--- src/rtl/mov8_sequencer.sv ---
// mov8_sequencer: byte-move bus initiator for the MOV8 instruction.
// Drives one-hot source select (sel) and destination load (ld) with
// break-before-make ordering: sel settles, ld pulses, ld falls, then sel falls.
// Optional feature macro: MOV8_CLEAR_EN (src==dst clears the destination
// instead of being rejected).
module mov8_sequencer #(
   parameter int unsigned SETTLE_CYCLES = 2,
   parameter int unsigned LOAD_CYCLES   = 2
) (
   input  logic       clk,
   input  logic       reset,
   input  logic       start,
   input  logic [2:0] src,
   input  logic [2:0] dst,
   output logic [7:0] sel,
   output logic [7:0] ld,
   output logic       busy,
   output logic       done,
   output logic       err
);

   localparam int unsigned CNT_W = 4;
   localparam int unsigned REG_W = 3;
   localparam int unsigned BUS_W = 8;

   typedef enum logic [2:0] {
      ST_IDLE,
      ST_SEL,
      ST_LOAD,
      ST_HOLD,
      ST_DONE
   } state_t;

   state_t             state_q, state_d;
   logic [CNT_W-1:0]   cnt_q, cnt_d;
   logic [REG_W-1:0]   src_q, src_d;
   logic [REG_W-1:0]   dst_q, dst_d;
   logic               clr_q, clr_d;
   logic [BUS_W-1:0]   sel_d, ld_d;
   logic               busy_d, done_d, err_d;
   logic               drive_sel_c;

   // Next-state, dwell counter, request latch and next-output decode
   always_comb begin
      state_d = state_q;
      cnt_d   = cnt_q;
      src_d   = src_q;
      dst_d   = dst_q;
      clr_d   = clr_q;
      err_d   = 1'b0;
      sel_d   = '0;
      ld_d    = '0;

      case (state_q)
         ST_IDLE: begin
            if (start) begin
`ifdef MOV8_CLEAR_EN
               src_d   = src;
               dst_d   = dst;
               clr_d   = (src == dst);
               cnt_d   = CNT_W'(SETTLE_CYCLES - 1);
               state_d = ST_SEL;
`else
               if (src == dst) begin
                  err_d = 1'b1;
               end else begin
                  src_d   = src;
                  dst_d   = dst;
                  clr_d   = 1'b0;
                  cnt_d   = CNT_W'(SETTLE_CYCLES - 1);
                  state_d = ST_SEL;
               end
`endif
            end
         end
         ST_SEL: begin
            if (cnt_q == '0) begin
               cnt_d   = CNT_W'(LOAD_CYCLES - 1);
               state_d = ST_LOAD;
            end else begin
               cnt_d = cnt_q - CNT_W'(1);
            end
         end
         ST_LOAD: begin
            if (cnt_q == '0) begin
               state_d = ST_HOLD;
            end else begin
               cnt_d = cnt_q - CNT_W'(1);
            end
         end
         ST_HOLD: state_d = ST_DONE;
         ST_DONE: state_d = ST_IDLE;
         default: state_d = ST_IDLE;
      endcase

      // Outputs are decoded from the next state so the registered copy
      // lines up with the state register cycle for cycle.
      drive_sel_c = (state_d == ST_SEL) || (state_d == ST_LOAD) || (state_d == ST_HOLD);
      if (drive_sel_c && !clr_d) begin
         sel_d = BUS_W'(1) << src_d;
      end
      if (state_d == ST_LOAD) begin
         ld_d = BUS_W'(1) << dst_d;
      end
      busy_d = (state_d != ST_IDLE);
      done_d = (state_d == ST_DONE);
   end

   // State, dwell counter and latched request
   always_ff @(posedge clk) begin
      if (reset) begin
         state_q <= ST_IDLE;
         cnt_q   <= '0;
         src_q   <= '0;
         dst_q   <= '0;
         clr_q   <= 1'b0;
      end else begin
         state_q <= state_d;
         cnt_q   <= cnt_d;
         src_q   <= src_d;
         dst_q   <= dst_d;
         clr_q   <= clr_d;
      end
   end

   // Registered strobes and status
   always_ff @(posedge clk) begin
      if (reset) begin
         sel  <= '0;
         ld   <= '0;
         busy <= 1'b0;
         done <= 1'b0;
         err  <= 1'b0;
      end else begin
         sel  <= sel_d;
         ld   <= ld_d;
         busy <= busy_d;
         done <= done_d;
         err  <= err_d;
      end
   end

endmodule

--- config.mk ---
export PLATFORM = sky130hd
export DESIGN_NAME = mov8_sequencer
export DESIGN_NICKNAME = d
export VERILOG_FILES = /design/src/rtl/mov8_sequencer.sv
export SDC_FILE = /design/constraint.sdc
export NUM_CORES = 1
export LEC_CHECK = 0
export CORE_UTILIZATION = 35
export DETAILED_ROUTE_END_ITERATION = 10
export SLEW_MARGIN = 10
export SYNTH_ARGS = -nofsm -noshare
export SYNTH_HDL_FRONTEND = slang
export SYNTH_SLANG_ARGS = --single-unit
--- constraint.sdc ---
create_clock -name clk -period 2.15 [get_ports clk]
set_input_delay 0.645 -clock clk [delete_from_list [all_inputs] [get_ports clk]]
set_output_delay 0.645 -clock clk [all_outputs]
set_load 0.005 [all_outputs]
Word-level counts from Yosys, hierarchy flattened --
Index checks and enable logic that the tools add are counted.
Cells by class: shift operators 2, bitwise logic cells 4, $add $sub $neg 1, equality and inequality tests 11, reduce and logical (&&, ||, !) cells 12, muxes and demuxes 20
Operators by type and width (count):
- $mux 3 | 10
- $mux 4 | 4
- $shl 1x3->8 const A | 2
- $eq 3x2->1 const B | 4
- $pmux 3 s4 | 1
- $pmux 4 s3 | 1
- $eq 3x1->1 const B | 2
- $ne 2x2->1 const B | 3
- $reduce_bool 3->1 | 2
- $logic_not 4->1 | 1
- $mux 1 | 4
- $not 1->1 | 4
- $reduce_and 4->1 | 1
- $reduce_or 2->1 | 2
- $sub 4x1->4 const B | 1
- $eq 3x3->1 | 1
- $eq 3x3->1 const B | 1
- $logic_not 3->1 | 1
- $reduce_or 3->1 | 1
- $logic_or 1x1->1 | 2
- $logic_and 1x1->1 | 1
- $logic_not 1->1 | 1
Storage, ports and cells: input port bits 9, logic and storage cells 60, output and inout bits 19, register bits after elaboration 33

Logic depth before layout (Yosys ltp) --
depth in word-level cells 10, depth in mapped cells 7, depth with buffers taken out 6

Least setup slack after synthesis --
OpenSTA, ideal clock, no wires.
kind input to register, start point in start, end point reg ld[0], path slack 180 ps, stages on the path 5, path buffers 1, setup time 79 ps, arrival time 1891 ps, data required time 2071 ps, path through or4b_4 > a31o_1 > buf_6 > mux2_4 > nor3_1
On the way: longest elaborated chain between the ends 5, elaborated cells between the ends (all ways) 8, those cells by class 1 x eq/ne; 1 x shift; 4 x mux; 1 x bitwise; 1 x reduce/logical
Ends and longest elaborated chain:
- start, declared | RTL line 12 | input logic start,
- $mux 3 | RTL line 56 | if (start) begin
- $pmux 3 s4 | RTL line 54 | case (state_q)
- $eq 3x2->1 | RTL line 102 | if (state_d == ST_LOAD) begin
- $not 1->1 (no line)
- $reduce_or 2->1 (no line)
- end signal, assigned | RTL line 136 | ld <= ld_d;
- end, declared | RTL line 16 | output logic [7:0] ld,
Several ways; a longest one is shown, not always the timed one. A chain may end at the register's enable or synchronous reset.

Final worst setup path --
start point in reset, end point reg ld[7]
On the way: longest elaborated chain between the ends 1
Ends and longest elaborated chain:
- start, declared | RTL line 11 | input logic reset,
- $reduce_or 2->1 (no line)
No other way between the ends.

==> results.cfg <==
[cts]
h-tree-depth = 2
cts-buffers-inserted = 5
clock_latency_ns = 0.28
cts_hold_buf = 0
cts_root_buf = clkbuf_8
cts_tree = built
clock_sinks = 33
path_clk_slew_ns = 0.06
post_cts_buffers = 0
cts_buffer_depth = 2

[floorplan]
ioPinCount = 28
die_w_um = 66.04
dieArea_sq_um = 4361
die_h_um = 66.04
start_util = 0.3778
design.core.area_sq_um = 3799
rows = 22

[critical_path]
worst_path_largest_cell_delay_ns = 0.63
end_kind = flip-flop
start_kind = input port
cp_data_required_time_ns = 2.35
cp.arrival_ns = 2.28
worst_path_max_delay_cell = or4b_2
crit_buf_inv = 1
crit_type = in2reg
worstPathMaxFanout = 8
path_delay_family = simple AND/OR/NAND/NOR gates
path_cells = clkdlybuf4s50_1 -> or4b_2 -> o32ai_2 -> nand2_2 -> nor3_1

[sta]
fmax_ghz = 0.4813
setup_tns_ns = 0
skew_ns = 0.009164
tightest_slew_ns = 0.5199
setup_viol = 0
hold-worst-slack_ns = 0.4839
finalCritPeriodShare = 0.9664
min_period_ns = 2.078
drv_slew = 0
hold_viol_final = 0
maxSlewHeadroom = 0.6502

[layout]
syn2layout_area_growth_pct = 47.25
final_common_cell = dfxtp_1
diodes = 0
drive_gt1_frac = 0.2427
mostFrequentLayoutCells = dfxtp_1 (33), clkdlybuf4s50_1 (26), buf_4 (20)
n_fill_cell = 339
utilization = 0.5563
nets = 216

[place]
dp.final_hpwl_um = 2403
io_buffers = 27
gp_congestion = 0.8028

[logic_synthesis]
yosysSeqAreaShare = 0.4603
async_reset_ff_frac = 0
netlist_instances = 157
syn_area_sq_um = 1435
synthFlopType = dfxtp_1
syn_avg_cell_area_sq_um = 9.141
ys_ff_latch = 33
synth.net_count = 168
ys_types = 34
yosys_warnings = 0
synth_edf_count = 0

[pwr]
swShare = 0.3010
clockPowerShare = 0.292
p_seq_frac = 0.364
peakVddDrop_v = 0.0006866
intPower_mw = 1.416
power.switching_mw = 0.6097
p_comb_frac = 0.344
leakage_nw = 0.8365
power_density_nw_per_um2 = 958.6

[detailed_routing]
drc_errors = 0
dr.first_iter.drc_count = 33
vias_per_cell = 4.917
postRouteWirelength_um = 3168
drt_pass1_iterations = 5
num_vias = 1249
ant_nets = 0
wl_per_cell_um = 12.47

[global_route]
grt_pass1_wl_um = 5354
grt_pass1_vias = 1206
grt-ovfl-total = 0
grt_max_degree = 20
grt_antenna_before_repair = 0
grt_usage = 0.1671

[outcome]
status = finished, final reports clean

[worst_hold_path]
hold_path_class = reg2reg

[run]
drv_cap = 0
==> worst paths after layout <==
check,start,end,slack (ns),cells after the start
worst max-delay path,reset,ld[7],0.07,5
worst min-delay path,clr_q,clr_q,0.48,1
worst max register to register,cnt_q[0],ld[7],0.29,6
worst min register to register,clr_q,clr_q,0.48,1
==> kinds of logic after synthesis <==
group / Yosys count / synth area share
AOI/OAI and AO/OA: 23 / 0.1011
xor gates and xnor gates: 4 / 0.02441
adders and majority gates: 2 / 0.01743
buffers and inverters: 12 / 0.04446
DFF: 33 / 0.4603
muxes: 12 / 0.08805
and+or+nand+nor: 71 / 0.2642
==> cells in the mapped netlist, drive strengths merged, types with 2 or more instances <==
master	count	area share
mux2	2	0.018
nand2	18	0.047
buf	5	0.026
ha	2	0.017
a31oi	3	0.013
nor2	13	0.034
nor3	10	0.035
nand2b	6	0.026
inv	5	0.013
nor3b	4	0.021
a21oi	9	0.031
and3	2	0.0087
mux2i	10	0.070
a32oi	2	0.012
nor2b	10	0.044
xnor2	4	0.024
dfxtp	33	0.46
o21ai	3	0.010
clkbuf	2	0.0052
or4b	3	0.024
==> power by group through the flow <==
stage | clock network (mW) | logic [mW] | registers [mW]
floorplan | 0 | 0.400 | 0.735
global placement | 0 | 0.600 | 0.745
detailed placement | 0 | 0.613 | 0.750
CTS | 0.606 | 0.646 | 0.737
global route | 0.638 | 0.763 | 0.747
finish | 0.592 | 0.696 | 0.738
==> flip-flops by register name (all words and copies together), names as in the netlist, 3 cells and up <==
name / flops
cnt_q: 4
dst_q: 3
ld: 8
sel: 8
src_q: 3
state_q: 3
==> cell type report <==
cell class / instances / area (sq um) / share of cell area
Multi-Input combinational cell: 112 / 814.5 / 0.3854
Tap cell: 48 / 60.06 / 0.02842
Inverter: 5 / 18.77 / 0.008881
Timing Repair Buffer: 48 / 442.9 / 0.2096
Sequential cell: 33 / 660.6 / 0.3126
Clock inverter: 1 / 30.03 / 0.01421
Clock buffer: 7 / 86.33 / 0.04085
==> layer usage <==
| layer | vias to the layer above | track usage | share of wire |
|---|---|---|---|
| met4 | 0 | 0.07979 | 0.024 |
| met3 | 7 | 0.05172 | 0.049 |
| met2 | 32 | 0.2768 | 0.49 |
| met5 | - | 0 | 0 |
| li1 | 637 | - | - |
| met1 | 573 | 0.1943 | 0.44 |
==> worst reg2reg max path, cell delays in order, from the launching register on <==
cell     delay (ns)
dfxtp_1        0.33
inv_1          0.08
ha_1           0.17
or3b_2         0.52
mux2i_1        0.27
nand2_2        0.21
nor3_1         0.21
==> stage by stage <==
| step | cells | power (mW) | cell area, sq um | worst slack, ns |
|---|---|---|---|---|
| 2_1_floorplan | 157 | 1.135 | 1435 | 0.1804 |
| 3_3_place_gp | 246 | 1.346 | 1878 | -0.3111 |
| 3_5_place_dp | 246 | 1.363 | 1878 | -0.3832 |
| 4_1_cts | 254 | 1.988 | 2037 | -0.01158 |
| 5_1_grt | 254 | 2.148 | 2113 | -0.001210 |
| 6_report | 254 | 2.026 | 2113 | 0.07222 |
==> repair_timing <==
| action | 4_1_cts | 5_1_grt |
|---|---|---|
| resized for setup | 8 | 14 |
| pin swaps | 2 | 2 |
| setup endpoints to repair | 16 | 17 |
| endpoints found under the hold margin | 0 | 0 |
No activity file was read; power rests on OpenSTA's default activity.
